===== config.mk =====
export PLATFORM = sky130hd
export DESIGN_NAME = pcie_rx_vc_demux
export DESIGN_NICKNAME = d
export VERILOG_FILES = /design/src/rtl/pcie_rx_vc_demux.sv
export SDC_FILE = /design/constraint.sdc
export NUM_CORES = 1
export LEC_CHECK = 0
export CORE_MARGIN = 2
export CORE_UTILIZATION = 58
export DETAILED_ROUTE_END_ITERATION = 10
export GPL_TIMING_DRIVEN = 0
export PLACE_DENSITY = 0.79
export RECOVER_POWER = 100
export REMOVE_ABC_BUFFERS = 1
export SLEW_MARGIN = 20
export SYNTH_ARGS = -nofsm -noshare
export SYNTH_HDL_FRONTEND = slang
export SYNTH_SLANG_ARGS = --single-unit

===== constraint.sdc =====
create_clock -name clk -period 3.7 [get_ports clk]
set_input_delay 0.37 -clock clk [delete_from_list [all_inputs] [get_ports clk]]
set_output_delay 0.37 -clock clk [all_outputs]
set_load 0.03 [all_outputs]

===== src/rtl/pcie_rx_vc_demux.sv =====
// pcie_rx_vc_demux: two-lane PCIe RX demux into four per-VC/per-lane buffers with pause/continue flow control.
// Optional macro RX_CNT_EN builds the saturating per-lane accepted-word counters (tied to 0 otherwise).

module pcie_rx_vc_demux #(
    parameter int DATA_W = 5,
    parameter int DEPTH  = 8,
    parameter int ADDR_W = 3
) (
    input  logic                clk,
    input  logic                reset,
    input  logic                init,
    input  logic [3:0]          umbral_hi,
    input  logic [3:0]          umbral_lo,
    input  logic                valid_p0,
    input  logic                valid_p1,
    input  logic [DATA_W:0]     data_p0,
    input  logic [DATA_W:0]     data_p1,
    input  logic [3:0]          rd_en,
    output logic [4*DATA_W-1:0] rd_data,
    output logic [3:0]          rd_valid,
    output logic [3:0]          empty,
    output logic [3:0]          pause,
    output logic [3:0]          continue_o,
    output logic                active,
    output logic                idle,
    output logic                error,
    output logic [7:0]          rx_cnt_p0,
    output logic [7:0]          rx_cnt_p1
);

    localparam int FW = ADDR_W + 1;

    typedef enum logic [1:0] {ST_INIT, ST_IDLE, ST_ACTIVE, ST_ERROR} state_t;
    state_t state, state_nx;

    logic [1:0]      lane_valid;
    logic [DATA_W:0] lane_data0;
    logic [DATA_W:0] lane_data1;
    logic [FW-1:0]   hi_lat;
    logic [3:0]      lo_lat;
    logic            flush;
    logic            accepting;
    logic            serving;
    logic [3:0]      push_req;
    logic [3:0]      push_ok;
    logic [3:0]      pop_ok;
    logic [3:0]      overflow;
    logic [3:0]      underflow;

    // init is honoured on the edge it is sampled, so INIT is entered with clean buffers
    assign flush     = init || (state == ST_INIT);
    assign accepting = !init && ((state == ST_IDLE) || (state == ST_ACTIVE));
    assign serving   = !flush;

    always_ff @(posedge clk) begin
        if (reset) begin
            lane_valid <= '0;
            lane_data0 <= '0;
            lane_data1 <= '0;
        end else begin
            lane_valid <= flush ? 2'b00 : {valid_p1, valid_p0};
            lane_data0 <= data_p0;
            lane_data1 <= data_p1;
        end
    end

    always_ff @(posedge clk) begin
        if (reset) begin
            hi_lat <= FW'(DEPTH);
            lo_lat <= '0;
        end else if (flush) begin
            hi_lat <= (int'(umbral_hi) > DEPTH) ? FW'(DEPTH) : FW'(umbral_hi);
            lo_lat <= umbral_lo;
        end
    end

    // buffer index is {lane, vc}
    assign push_req[0] = accepting && lane_valid[0] && !lane_data0[DATA_W];
    assign push_req[1] = accepting && lane_valid[0] &&  lane_data0[DATA_W];
    assign push_req[2] = accepting && lane_valid[1] && !lane_data1[DATA_W];
    assign push_req[3] = accepting && lane_valid[1] &&  lane_data1[DATA_W];

    for (genvar b = 0; b < 4; b++) begin : g_buf
        logic [DATA_W-1:0] mem [DEPTH];
        logic [ADDR_W-1:0] wr_ptr;
        logic [ADDR_W-1:0] rd_ptr;
        logic [FW-1:0]     fill;
        logic [DATA_W-1:0] wdata;
        logic [DATA_W-1:0] rd_q;
        logic              rv_q;

        assign wdata = (b < 2) ? lane_data0[DATA_W-1:0] : lane_data1[DATA_W-1:0];

        // a pop in the same cycle frees the slot, so push into a full buffer is still legal
        assign pop_ok[b]    = serving && rd_en[b] && (fill != '0);
        assign underflow[b] = serving && rd_en[b] && (fill == '0);
        assign push_ok[b]   = push_req[b] && ((fill != FW'(DEPTH)) || pop_ok[b]);
        assign overflow[b]  = push_req[b] && !push_ok[b];

        assign empty[b]      = (fill == '0);
        assign pause[b]      = (fill >= hi_lat);
        assign continue_o[b] = (32'(fill) <= 32'(lo_lat));

        always_ff @(posedge clk) begin
            if (push_ok[b])
                mem[wr_ptr] <= wdata;
        end

        always_ff @(posedge clk) begin
            if (reset || flush) begin
                wr_ptr <= '0;
                rd_ptr <= '0;
                fill   <= '0;
            end else begin
                if (push_ok[b])
                    wr_ptr <= wr_ptr + ADDR_W'(1);
                if (pop_ok[b])
                    rd_ptr <= rd_ptr + ADDR_W'(1);
                fill <= fill + FW'(push_ok[b]) - FW'(pop_ok[b]);
            end
        end

        always_ff @(posedge clk) begin
            if (reset) begin
                rd_q <= '0;
                rv_q <= 1'b0;
            end else begin
                rv_q <= pop_ok[b];
                if (pop_ok[b])
                    rd_q <= mem[rd_ptr];
            end
        end

        assign rd_data[b*DATA_W +: DATA_W] = rd_q;
        assign rd_valid[b]                 = rv_q;
    end

    always_ff @(posedge clk) begin
        if (reset)
            state <= ST_INIT;
        else
            state <= state_nx;
    end

    // errors win over the idle/active bookkeeping; ERROR only leaves through init
    always_comb begin
        state_nx = state;
        if (init) begin
            state_nx = ST_INIT;
        end else begin
            case (state)
                ST_INIT:   state_nx = ST_IDLE;
                ST_IDLE: begin
                    if ((|overflow) || (|underflow))
                        state_nx = ST_ERROR;
                    else if (|push_ok)
                        state_nx = ST_ACTIVE;
                end
                ST_ACTIVE: begin
                    if ((|overflow) || (|underflow))
                        state_nx = ST_ERROR;
                    else if ((&empty) && (lane_valid == 2'b00))
                        state_nx = ST_IDLE;
                end
                ST_ERROR:  state_nx = ST_ERROR;
                default:   state_nx = ST_INIT;
            endcase
        end
    end

    assign active = (state == ST_ACTIVE);
    assign idle   = (state == ST_IDLE);
    assign error  = (state == ST_ERROR);

`ifdef RX_CNT_EN
    always_ff @(posedge clk) begin
        if (reset || flush) begin
            rx_cnt_p0 <= '0;
            rx_cnt_p1 <= '0;
        end else begin
            if ((push_ok[0] || push_ok[1]) && (rx_cnt_p0 != 8'hFF))
                rx_cnt_p0 <= rx_cnt_p0 + 8'd1;
            if ((push_ok[2] || push_ok[3]) && (rx_cnt_p1 != 8'hFF))
                rx_cnt_p1 <= rx_cnt_p1 + 8'd1;
        end
    end
`else
    assign rx_cnt_p0 = '0;
    assign rx_cnt_p1 = '0;
`endif

endmodule

==> reports/metrics.csv <==
stage;metric;value;unit
place;portBuffers;67;
critical_path;worstSetupPathType;reg2reg;
critical_path;cp-end-kind;flip-flop;
power_and_ir_drop;p_leak;4.466;nW
timing;finalMaxSlewViolations;0;
clock_network;cts.path.max_buffers;3;
clock_network;cts_tree;built;
critical_path;cp-start-kind;flip-flop;
critical_path;worst_ep_arrival_time;3760;ps
power_and_ir_drop;ir_drop;433.5;uV
die;ios;84;
detailed_routing;viasPerCell;5.875;
timing;slew_headroom;0.08562;
timing;tns;0;ps
run;maxCapViolCount;0;
timing;max_slew.worst_pin.slew;1372;ps
die;start_util;0.5884;
critical_path;path_buf_inv;2;
synthesis;yosys_register_bits;248;
die;die_w;141.5;microns
global_route;gr-total-overflow;0;
synthesis;synth_area;10970;sq um
clock_network;root_buffer;clkbuf_16;
global_route;antenna_found_initial;0;
detailed_routing;finalWirelength;22170;microns
die;die_h;141.5;microns
detailed_routing;drtPass1Iterations;5;
power_and_ir_drop;finalPower;5.887;mW
critical_path;slowest_delay;550;ps
die;rows;50;
clock_network;clk_pin_slew;60;ps
place;gp_congestion;0.8608;
detailed_routing;drc_errors;0;
synthesis;avgSynthCellArea;13.90;sq um
global_route;grt_pass1_wl;35490;microns
min_path;hold_path_class;in2reg;
final_layout;nets;947;
critical_path;cp_cell_sequence;inv_1 > ha_1 > nor2_2 > nand2_1 > nor2_2 > ha_1 > inv_1 > ha_1 > a21o_1 > a21oi_1 > xnor2_1 > nor2_1;
critical_path;crit_family;simple AND/OR/NAND/NOR gates;
timing;rsz0062_at_grt;no;
detailed_routing;drtIter0Drc;426;
detailed_routing;wl_per_cell;20.17;microns
timing;fmaxAchievable;295.4;MHz
power_and_ir_drop;power_density;466.6;nW/um^2
final_layout;n_fill_cell;1262;
clock_network;cts_sinks;248;
final_layout;finalCoreUtilization;0.6767;
final_layout;final_area;12620;sq um
final_layout;num_antenna_cells;0;
synthesis;synth_ff_type;edfxtp_1;
place;pre_cts_slack;-501.3;ps
synthesis;synth_edf_count;160;
run_status;status;completed;
detailed_routing;vias;6457;
synthesis;seq_area_frac_synth;0.5986;
clock_network;cts_made_buffers;25;
synthesis;async_reset_ff_frac;0;
die;core;18640;sq um
timing;finalCritPeriodShare;0.9149;
clock_network;cts_setup_buffers;0;
critical_path;crit_required;4080;ps
final_layout;area_growth;15.01;%
timing;final.setup.worst_slack;314.7;ps
global_route;track_usage;0.2288;
critical_path;critPathMaxFanout;14;
place;placed_cells;1053;
timing;min_period;3385;ps
final_layout;instances_no_fill;1099;
global_route;grt_max_degree;37;
final_layout;drive_gt1_frac;0.1145;
timing;skew;16.69;ps
clock_network;clk_latency;520;ps
synthesis;ys_types;54;
synthesis;synthCells;789;
timing;setup_viol;0;
timing;finalHoldViolations;0;
die;dieArea;20030;sq um
detailed_routing;ant_nets;0;
critical_path;cp_slowest_cell;nor2_2;
place;place_area;11740;sq um
place;dp_hpwl;15190;microns
timing;hold-worst-slack;397.8;ps
critical_path;path_common_cell;ha_1;
clock_network;htreeDepth;1;
synthesis;yosys_warnings;0;
global_route;grt_pass1_vias;6778;
-- flip-flops by register name (all words and copies together) (netlist names) --
signal / count
g_buf.rv_q: 4
g_buf.mem: 160
g_buf.rd_q: 20
lo_lat: 4
hi_lat: 4
g_buf.wr_ptr: 12
g_buf.fill: 16
lane_valid: 2
state: 2
lane_data0: 6
lane_data1: 6
g_buf.rd_ptr: 12
-- layer usage --
layer / GRT usage / vias up / wire, microns
met3: 0.03240 / 44 / 1136
met1: 0.2893 / 3217 / 8922
met5: 0 / - / 0
li1: - / 2975 / -
met4: 0.07579 / 0 / 548
met2: 0.4085 / 221 / 11560
-- cell type report --
type / count / area, sq um / area share
Clock inverter: 17 / 226.5 / 0.01795
Clock buffer: 29 / 670.6 / 0.05316
Tap cell: 234 / 292.8 / 0.02321
Multi-Input combinational cell: 463 / 4041 / 0.3203
Inverter: 40 / 150.1 / 0.01190
Sequential cell: 248 / 6566 / 0.5205
Timing Repair Buffer: 68 / 668.1 / 0.05296
-- worst register-to-register path: stages, from the launching register on --
cell and delay [ps]:
dfxtp_1 430, inv_1 110, ha_1 350, nor2_2 430, nand2_1 170, nor2_2 550
ha_1 310, inv_1 60, ha_1 270, a21o_1 200, a21oi_1 170, xnor2_1 140
nor2_1 50
-- where the power goes --
group	switching, mW	internal (mW)
Combinational	0.116	0.0771
Sequential	0.0341	2.95
Clock	1.05	1.65
Total	1.20	4.69
-- cell families (layout without fill, tap and decap cells) --
group	after synthesis	in the layout	synth area share
buffers and inverters	93	154	0.04004
XOR/XNOR	24	24	0.01916
adder cells (fa/ha/maj)	72	72	0.08486
AND/OR/NAND/NOR	218	218	0.1079
multiplexers	67	67	0.1069
other	1	16	0.0003419
AO/OA/AOI/OAI	66	66	0.04220
flip-flops	248	248	0.5986
-- cell usage after synthesis (2+ instances only) --
cell type | instances | area [sq um]
edfxtp_1 | 160 | 4805
dfxtp_1 | 88 | 1762
ha_1 | 68 | 850.8
nor2_1 | 65 | 244.0
nand2_1 | 45 | 168.9
mux4_2 | 40 | 900.9
inv_1 | 39 | 146.4
mux2i_1 | 26 | 260.3
clkbuf_1 | 23 | 86.33
nor2b_1 | 23 | 143.9
a21oi_1 | 22 | 110.1
a211oi_1 | 20 | 150.1
buf_4 | 20 | 150.1
nor3b_1 | 16 | 120.1
nor3_1 | 13 | 65.06
nand2b_1 | 12 | 75.07
xnor2_1 | 12 | 105.1
xor2_1 | 12 | 105.1
o21ai_0 | 9 | 45.04
and2_1 | 6 | 37.54
buf_2 | 6 | 30.03
nor4b_1 | 5 | 43.79
a21o_1 | 4 | 30.03
a41o_1 | 4 | 40.04
fa_1 | 4 | 80.08
nand3_1 | 4 | 20.02
nand3b_1 | 4 | 30.03
or4b_1 | 4 | 40.04
and3b_1 | 3 | 26.28
buf_1 | 3 | 11.26
nor4bb_1 | 3 | 30.03
and3_1 | 2 | 12.51
nor3b_2 | 2 | 25.02
nor4_1 | 2 | 12.51
-- cells in the final DEF, fill, tap and decap left out, types with 3 or more instances in the layout --
master / instances
ha_1: 68
a41o_1: 4
a211oi_1: 20
clkbuf_8: 3
clkbuf_16: 25
fa_1: 4
mux2i_1: 26
nor2_1: 61
inv_1: 40
nand3_1: 4
a21oi_1: 22
conb_1: 16
nor4b_1: 4
nand2b_1: 12
clkdlybuf4s50_1: 27
o21ai_0: 9
nor4bb_1: 3
nor3b_1: 16
nand3b_1: 4
dfxtp_1: 88
edfxtp_1: 160
bufinv_16: 5
nor2_2: 3
xnor2_1: 12
nor3_1: 13
nor2b_1: 23
clkinv_2: 4
a21o_1: 4
mux4_2: 40
clkinvlp_4: 3
nand2_1: 45
and3b_1: 3
xor2_1: 12
clkbuf_1: 3
or4b_1: 4
dlygate4sd3_1: 39
and2_0: 4
-- final timing paths --
kind / depth (start not counted) / to / startpoint / slack, ps
hold / removal: 3 / lo_lat[0] / umbral_lo[0] / 400
setup reg to reg: 12 / g_buf[3].fill[3] / state[0] / 310
hold reg to reg: 2 / lo_lat[3] / lo_lat[3] / 450
setup / recovery: 12 / g_buf[3].fill[3] / state[0] / 310
-- what timing repair did --
item | in CTS | in global routing
endpoints found under the setup margin | 9 | 12
endpoints found under the hold margin | 0 | 0
gates cloned | 0 | 0
pin swaps | 0 | 0
hold buffers | 0 | 0
resized for setup | 3 | 2
Note: power is estimated with default switching activity, not from simulation.
